<file path="src/rtl/snake_step_seq.sv">
// Game-side sequencer for the snake occupancy RAM: clears/seeds the grid after reset, then runs one move per tick.
// Step latency 5-6 cycles (FIN at T5/T6); tick is only accepted in IDLE and dropped while busy or dead.
module snake_step_seq #(
    parameter int WIDTH     = 40,
    parameter int HEIGHT    = 30,
    parameter int INIT_ADDR = 607,
    parameter int INIT_LEN  = 3
) (
    input  logic        clk_25M,
    input  logic        rst,
    input  logic        tick,
    input  logic [1:0]  dir,
    input  logic [5:0]  head_x,
    input  logic [5:0]  head_y,
    input  logic [5:0]  tail_x,
    input  logic [5:0]  tail_y,
    input  logic [5:0]  apple_x,
    input  logic [5:0]  apple_y,
    output logic [10:0] ram_addr,
    output logic        ram_we,
    output logic        ram_din,
    input  logic        ram_dout,
    output logic        busy,
    output logic        done,
    output logic        grow,
    output logic        dead,
    output logic [5:0]  new_x,
    output logic [5:0]  new_y
);

    localparam logic [10:0] CELLS      = 11'(WIDTH * HEIGHT);
    localparam logic [10:0] SEED_FIRST = 11'(INIT_ADDR);
    localparam logic [10:0] SEED_END   = 11'(INIT_ADDR + INIT_LEN);

    typedef enum logic [3:0] {
        CLEAR, IDLE, CALC, READ, DECIDE, WRHEAD, ERTAIL, FIN, DEAD
    } state_t;

    state_t      state, state_n;
    logic [10:0] sweep, sweep_n;

    logic [5:0]  nx, ny;
    logic        wall, is_apple, is_tail;
    logic [10:0] chk_addr;

    logic [5:0]  cx, cy;
    logic        c_wall;
    logic [10:0] c_addr, tail_addr;
    logic        collide, to_fin;

    logic [10:0] addr_n;
    logic        we_n, din_n, busy_n, done_n, grow_n, dead_n;
    logic [5:0]  new_x_n, new_y_n;

    // 6-bit wraparound: stepping left from x=0 lands on 63 and is caught as a wall.
    always_comb begin
        cx = head_x;
        cy = head_y;
        case (dir)
            2'b00:   cy = head_y - 6'd1;
            2'b01:   cy = head_y + 6'd1;
            2'b10:   cx = head_x - 6'd1;
            default: cx = head_x + 6'd1;
        endcase
    end

    assign c_wall    = (cx >= 6'(WIDTH)) || (cy >= 6'(HEIGHT));
    assign c_addr    = {5'd0, cy} * 11'(WIDTH) + {5'd0, cx};
    assign tail_addr = {5'd0, tail_y} * 11'(WIDTH) + {5'd0, tail_x};

    // The tail cell is vacated this step, so it is not a collision unless the snake grows.
    assign collide = ram_dout & ~(is_tail & ~is_apple);

    // Outputs are registered from the next-state decision so they line up with the state they belong to.
    always_comb begin
        state_n = state;
        sweep_n = sweep;
        addr_n  = ram_addr;
        we_n    = 1'b0;
        din_n   = 1'b0;
        busy_n  = busy;
        done_n  = 1'b0;
        grow_n  = 1'b0;
        dead_n  = dead;
        new_x_n = new_x;
        new_y_n = new_y;
        to_fin  = 1'b0;

        case (state)
            CLEAR: begin
                if (sweep == CELLS) begin
                    state_n = IDLE;
                    busy_n  = 1'b0;
                end else begin
                    addr_n  = sweep;
                    we_n    = 1'b1;
                    din_n   = (sweep >= SEED_FIRST) && (sweep < SEED_END);
                    sweep_n = sweep + 11'd1;
                end
            end
            IDLE: begin
                if (tick) begin
                    state_n = CALC;
                    busy_n  = 1'b1;
                end
            end
            CALC: begin
                state_n = READ;
                if (!c_wall) addr_n = c_addr;
            end
            READ: begin
                if (wall) begin
                    state_n = DEAD;
                    dead_n  = 1'b1;
                    busy_n  = 1'b0;
                end else begin
                    state_n = DECIDE;
                end
            end
            DECIDE: begin
                if (collide) begin
                    state_n = DEAD;
                    dead_n  = 1'b1;
                    busy_n  = 1'b0;
                end else begin
                    state_n = WRHEAD;
                    addr_n  = chk_addr;
                    we_n    = 1'b1;
                    din_n   = 1'b1;
                end
            end
            WRHEAD: begin
                if (is_apple || is_tail) begin
                    to_fin = 1'b1;
                end else begin
                    state_n = ERTAIL;
                    addr_n  = tail_addr;
                    we_n    = 1'b1;
                    din_n   = 1'b0;
                end
            end
            ERTAIL:  to_fin = 1'b1;
            FIN:     state_n = IDLE;
            DEAD:    state_n = DEAD;
            default: state_n = CLEAR;
        endcase

        if (to_fin) begin
            state_n = FIN;
            done_n  = 1'b1;
            grow_n  = is_apple;
            busy_n  = 1'b0;
            new_x_n = nx;
            new_y_n = ny;
        end
    end

    always_ff @(posedge clk_25M or posedge rst) begin
        if (rst) begin
            state    <= CLEAR;
            sweep    <= 11'd0;
            ram_addr <= 11'd0;
            ram_we   <= 1'b0;
            ram_din  <= 1'b0;
            busy     <= 1'b1;
            done     <= 1'b0;
            grow     <= 1'b0;
            dead     <= 1'b0;
            new_x    <= 6'd0;
            new_y    <= 6'd0;
        end else begin
            state    <= state_n;
            sweep    <= sweep_n;
            ram_addr <= addr_n;
            ram_we   <= we_n;
            ram_din  <= din_n;
            busy     <= busy_n;
            done     <= done_n;
            grow     <= grow_n;
            dead     <= dead_n;
            new_x    <= new_x_n;
            new_y    <= new_y_n;
        end
    end

    always_ff @(posedge clk_25M or posedge rst) begin
        if (rst) begin
            nx       <= 6'd0;
            ny       <= 6'd0;
            wall     <= 1'b0;
            chk_addr <= 11'd0;
            is_apple <= 1'b0;
            is_tail  <= 1'b0;
        end else if (state == CALC) begin
            nx       <= cx;
            ny       <= cy;
            wall     <= c_wall;
            chk_addr <= c_addr;
            is_apple <= (cx == apple_x) && (cy == apple_y);
            is_tail  <= (cx == tail_x) && (cy == tail_y);
        end
    end

endmodule

</file>
<file path="config.mk">
export PLATFORM = sky130hd
export DESIGN_NAME = snake_step_seq
export DESIGN_NICKNAME = d
export VERILOG_FILES = /design/src/rtl/snake_step_seq.sv
export SDC_FILE = /design/constraint.sdc
export NUM_CORES = 1
export LEC_CHECK = 0
export ABC_AREA = 1
export CORE_UTILIZATION = 60
export DETAILED_ROUTE_END_ITERATION = 16
export GPL_TIMING_DRIVEN = 0
export PLACE_DENSITY = 0.87
export SLEW_MARGIN = 40
export SYNTH_ARGS = -nofsm -noshare
export SYNTH_HDL_FRONTEND = slang
export SYNTH_SLANG_ARGS = --single-unit
</file>
<file path="constraint.sdc">
create_clock -name clk_25M -period 4.6 [get_ports clk_25M]
set_input_delay 0.92 -clock clk_25M [delete_from_list [all_inputs] [get_ports clk_25M]]
set_output_delay 0.92 -clock clk_25M [all_outputs]
set_load 0.1 [all_outputs]
</file>
==> results.yml <==
worst_setup_path:
  start_kind: "input pin"
  reg2reg_slack_ns: 2.53
  cp-end-kind: "flop"
  max_stage_delay_ns: 0.59
  setup.worst_path.start: "dir[1]"
  reg2regPathDepth: 9
  regToRegStartpoint: "state[3]$_DFFE_PP0P_"
  cp.arrival_ns: 4.51
  crit_top_cell: "nand2_1"
  criticalPathCategory: "input pin to flop"
  worstPathRequired_ns: 4.84
  crit_fanout: 8
  slowest_stage: "fa_1"
  reg2reg_to: "new_y[3]$_DFFE_PP0P_"
final_layout:
  diodes: 0
  mostFrequentLayoutCells: "269 x nand2_1, 86 x inv_1, 66 x dfrtp_1, 47 x nand3_1, 41 x nor2_1"
  fin_util_pct: 75.0
  layout-drive-gt1-share_pct: 11.8
  nets: 876
  layout_commonest_cell: "nand2_1"
  fill_cells: 626
  multiInputGateArea_um2: 2890
  seqCellArea_um2: 1680
  final_area_um2: 5910
  area_delta_synth_final_pct: 18.6
min_path:
  whs_path_depth: 2
  worstHoldStart: "new_y[2]$_DFFE_PP0P_"
  hold_class: "flop to flop"
  hold_end: "new_y[2]$_DFFE_PP0P_"
global_routing:
  antenna_found_initial: 0
  grt_pass1_vias: 4797
  grt_max_degree: 43
  grt_overflow: 0
  grt_pass1_wl_um: 22000
  grt_usage_pct: 32.3
synth:
  ys_ff_latch: 67
  synth_nets: 793
  syn-mean-instance-area_um2: 7.00
  syn_area_um2: 4980
  synth_edf_count: 0
  ys_warn_count: 0
  yosys_most_used_dff: "dfrtp_1"
  synth.distinct_cells: 43
  async_reset_ff_share_pct: 100
  synthCells: 712
  yosysSeqAreaShare_pct: 33.7
clock_tree:
  tritoncts: "built"
  htreeDepth: 3
  clk_latency_ns: 0.35
  numCtsBuffers: 9
  clock_sinks: 67
  root_buffer: "clkbuf_8"
  clock_path_buffers: 2
  clk_pin_slew_worst_paths_ns: 0.08
  cts_hold_buf: 0
floorplan:
  io_pins: 71
  core_um2: 7890
  std_cell_rows: 32
  dieArea_um2: 8680
  die_h_um: 93.2
  fp.dieW_um: 93.2
  start_util_pct: 63.2
timing:
  setup-violations-final: 0
  rsz0062_at_grt: "false"
  period_share_pct: 92.8
  hold_violations: 0
  fmax_mhz: 234
  maxSlewViolCount: 0
  skew_ns: 0.0123
  min_period_ns: 4.27
  max_slew_margin_pct: 67.5
  worstMarginPinSlew_ns: 0.490
place:
  gp_congestion: 0.954
  dp_hpwl_um: 10200
  place_area_um2: 5690
  port-buffer-count: 70
detailed_routing:
  drtIter0Drc: 272
  drtPass1Iterations: 5
  routed_wl_um: 12800
  ant_nets: 0
  vias: 4960
  drc: 0
  avgViaCountPerCell: 5.50
  wire_per_inst_um: 14.2
power_and_ir_drop:
  cellLeakagePower_nw: 3.20
  vdd_drop_max_uv: 202
  p_per_area_nw_per_um2: 241
flow_run:
  drv_cap: 0
run_status:
  status: "finished, final reports clean"
## Yosys cell counts (2+ instances only)
cell type  number  share of area, %
a21oi_1        19               1.9
buf_2           3              0.30
buf_4           3              0.45
buf_6           2              0.45
clkbuf_1        3              0.23
clkinv_1        2              0.15
dfrtp_1        66                33
fa_1            6               2.4
ha_1           33               8.3
inv_1          87               6.6
inv_2          10              0.75
nand2_1       270                20
nand2_2         6              0.75
nand3_1        47               4.7
nand3_2         2              0.40
nand3b_1        8               1.2
nand4_1        11               1.4
nor2_1         41               3.1
nor2_2          5              0.63
nor3_1          5              0.50
o2111ai_1       8               1.4
o211ai_1        2              0.30
o21ai_0        27               2.7
o21ai_1         2              0.20
o21bai_1        2              0.30
o311ai_0        2              0.35
or2_2           6              0.75
xnor2_1         4              0.70
xor2_1         16               2.8
## kinds of logic (layout without fill, tap and decap cells)
group,after synthesis,count (layout),share of synthesized area [%]
AO/OA/AOI/OAI,69,69,8.26
flip-flops,67,67,33.7
XOR/XNOR,20,20,3.51
buffers and inverters,110,198,8.89
AND/OR/NAND/NOR,407,407,35.0
adder cells (fa/ha/maj),39,39,10.7
## metal layers
metal  global-route usage (%)  part of all wire, %
met5                        0                    0
met4                     9.62                  2.0
met3                     4.96                  6.4
met2                     55.7                   49
met1                     41.8                   43
## per-stage QoR
stage | instances | power (W) | hold WS (ns) | setup WS (ns) | TNS, ns
floorplan | 712 | 0.000845 | 0.449 | 0.613 | 0
global placement | 884 | 0.000939 | 0.454 | -0.415 | -1.20
detailed placement | 885 | 0.000957 | 0.454 | -0.468 | -1.51
CTS | 901 | 0.00142 | 0.470 | 0.0610 | 0
global route | 902 | 0.00150 | 0.490 | 0.00855 | 0
finish | 902 | 0.00143 | 0.470 | 0.333 | 0
## state kept, by name (all words and copies together) (netlist names), 4 cells and up
signal,cells
new_x,6
new_y,6
chk_addr,8
nx,6
ram_addr,11
state,4
sweep,11
ny,6
## worst max-delay path by stage
stage / end / slack [ns] / cells past startpoint
finish: ram_addr[10]$_DFFE_PP0P_ / 0.33 / 25
global route: ram_addr[10]$_DFFE_PP0P_ / 0.009 / 28
CTS: ram_addr[10]$_DFFE_PP0P_ / 0.06 / 27
detailed placement: ram_addr[10]$_DFFE_PP0P_ / -0.47 / 28
global placement: ram_addr[10]$_DFFE_PP0P_ / -0.42 / 25
floorplan: ram_addr[10]$_DFFE_PP0P_ / 0.61 / 27
## worst max-delay path: cells and delay by family
family                   cells  cell delay, ns
buffers and inverters        5            0.74
AO/OA/AOI/OAI                2            0.52
AND/OR/NAND/NOR             16            1.33
adder cells (fa/ha/maj)      2            0.98
## what timing repair did
item                                    4_1_cts  5_1_grt
resized for setup                             3        5
buffers inserted                              0        1
pin swaps                                     0        1
endpoints found under the setup margin        1        3
## cell type report
type | instances | share of cell area (%)
clock buffers | 11 | 2.22
flip-flops and latches | 67 | 28.4
repair buffers | 72 | 9.88
well taps | 102 | 2.16
plain buffers | 11 | 1.21
inverters | 99 | 6.33
clock inverters | 5 | 0.910
multi-input cells | 535 | 48.9
## report_power, final
part | internal (W) | switching [W]
logic | 0.000146 | 0.000225
clock network | 0.000249 | 0.000218
registers | 0.000589 | 0
Power figures use the tool's default switching activity.
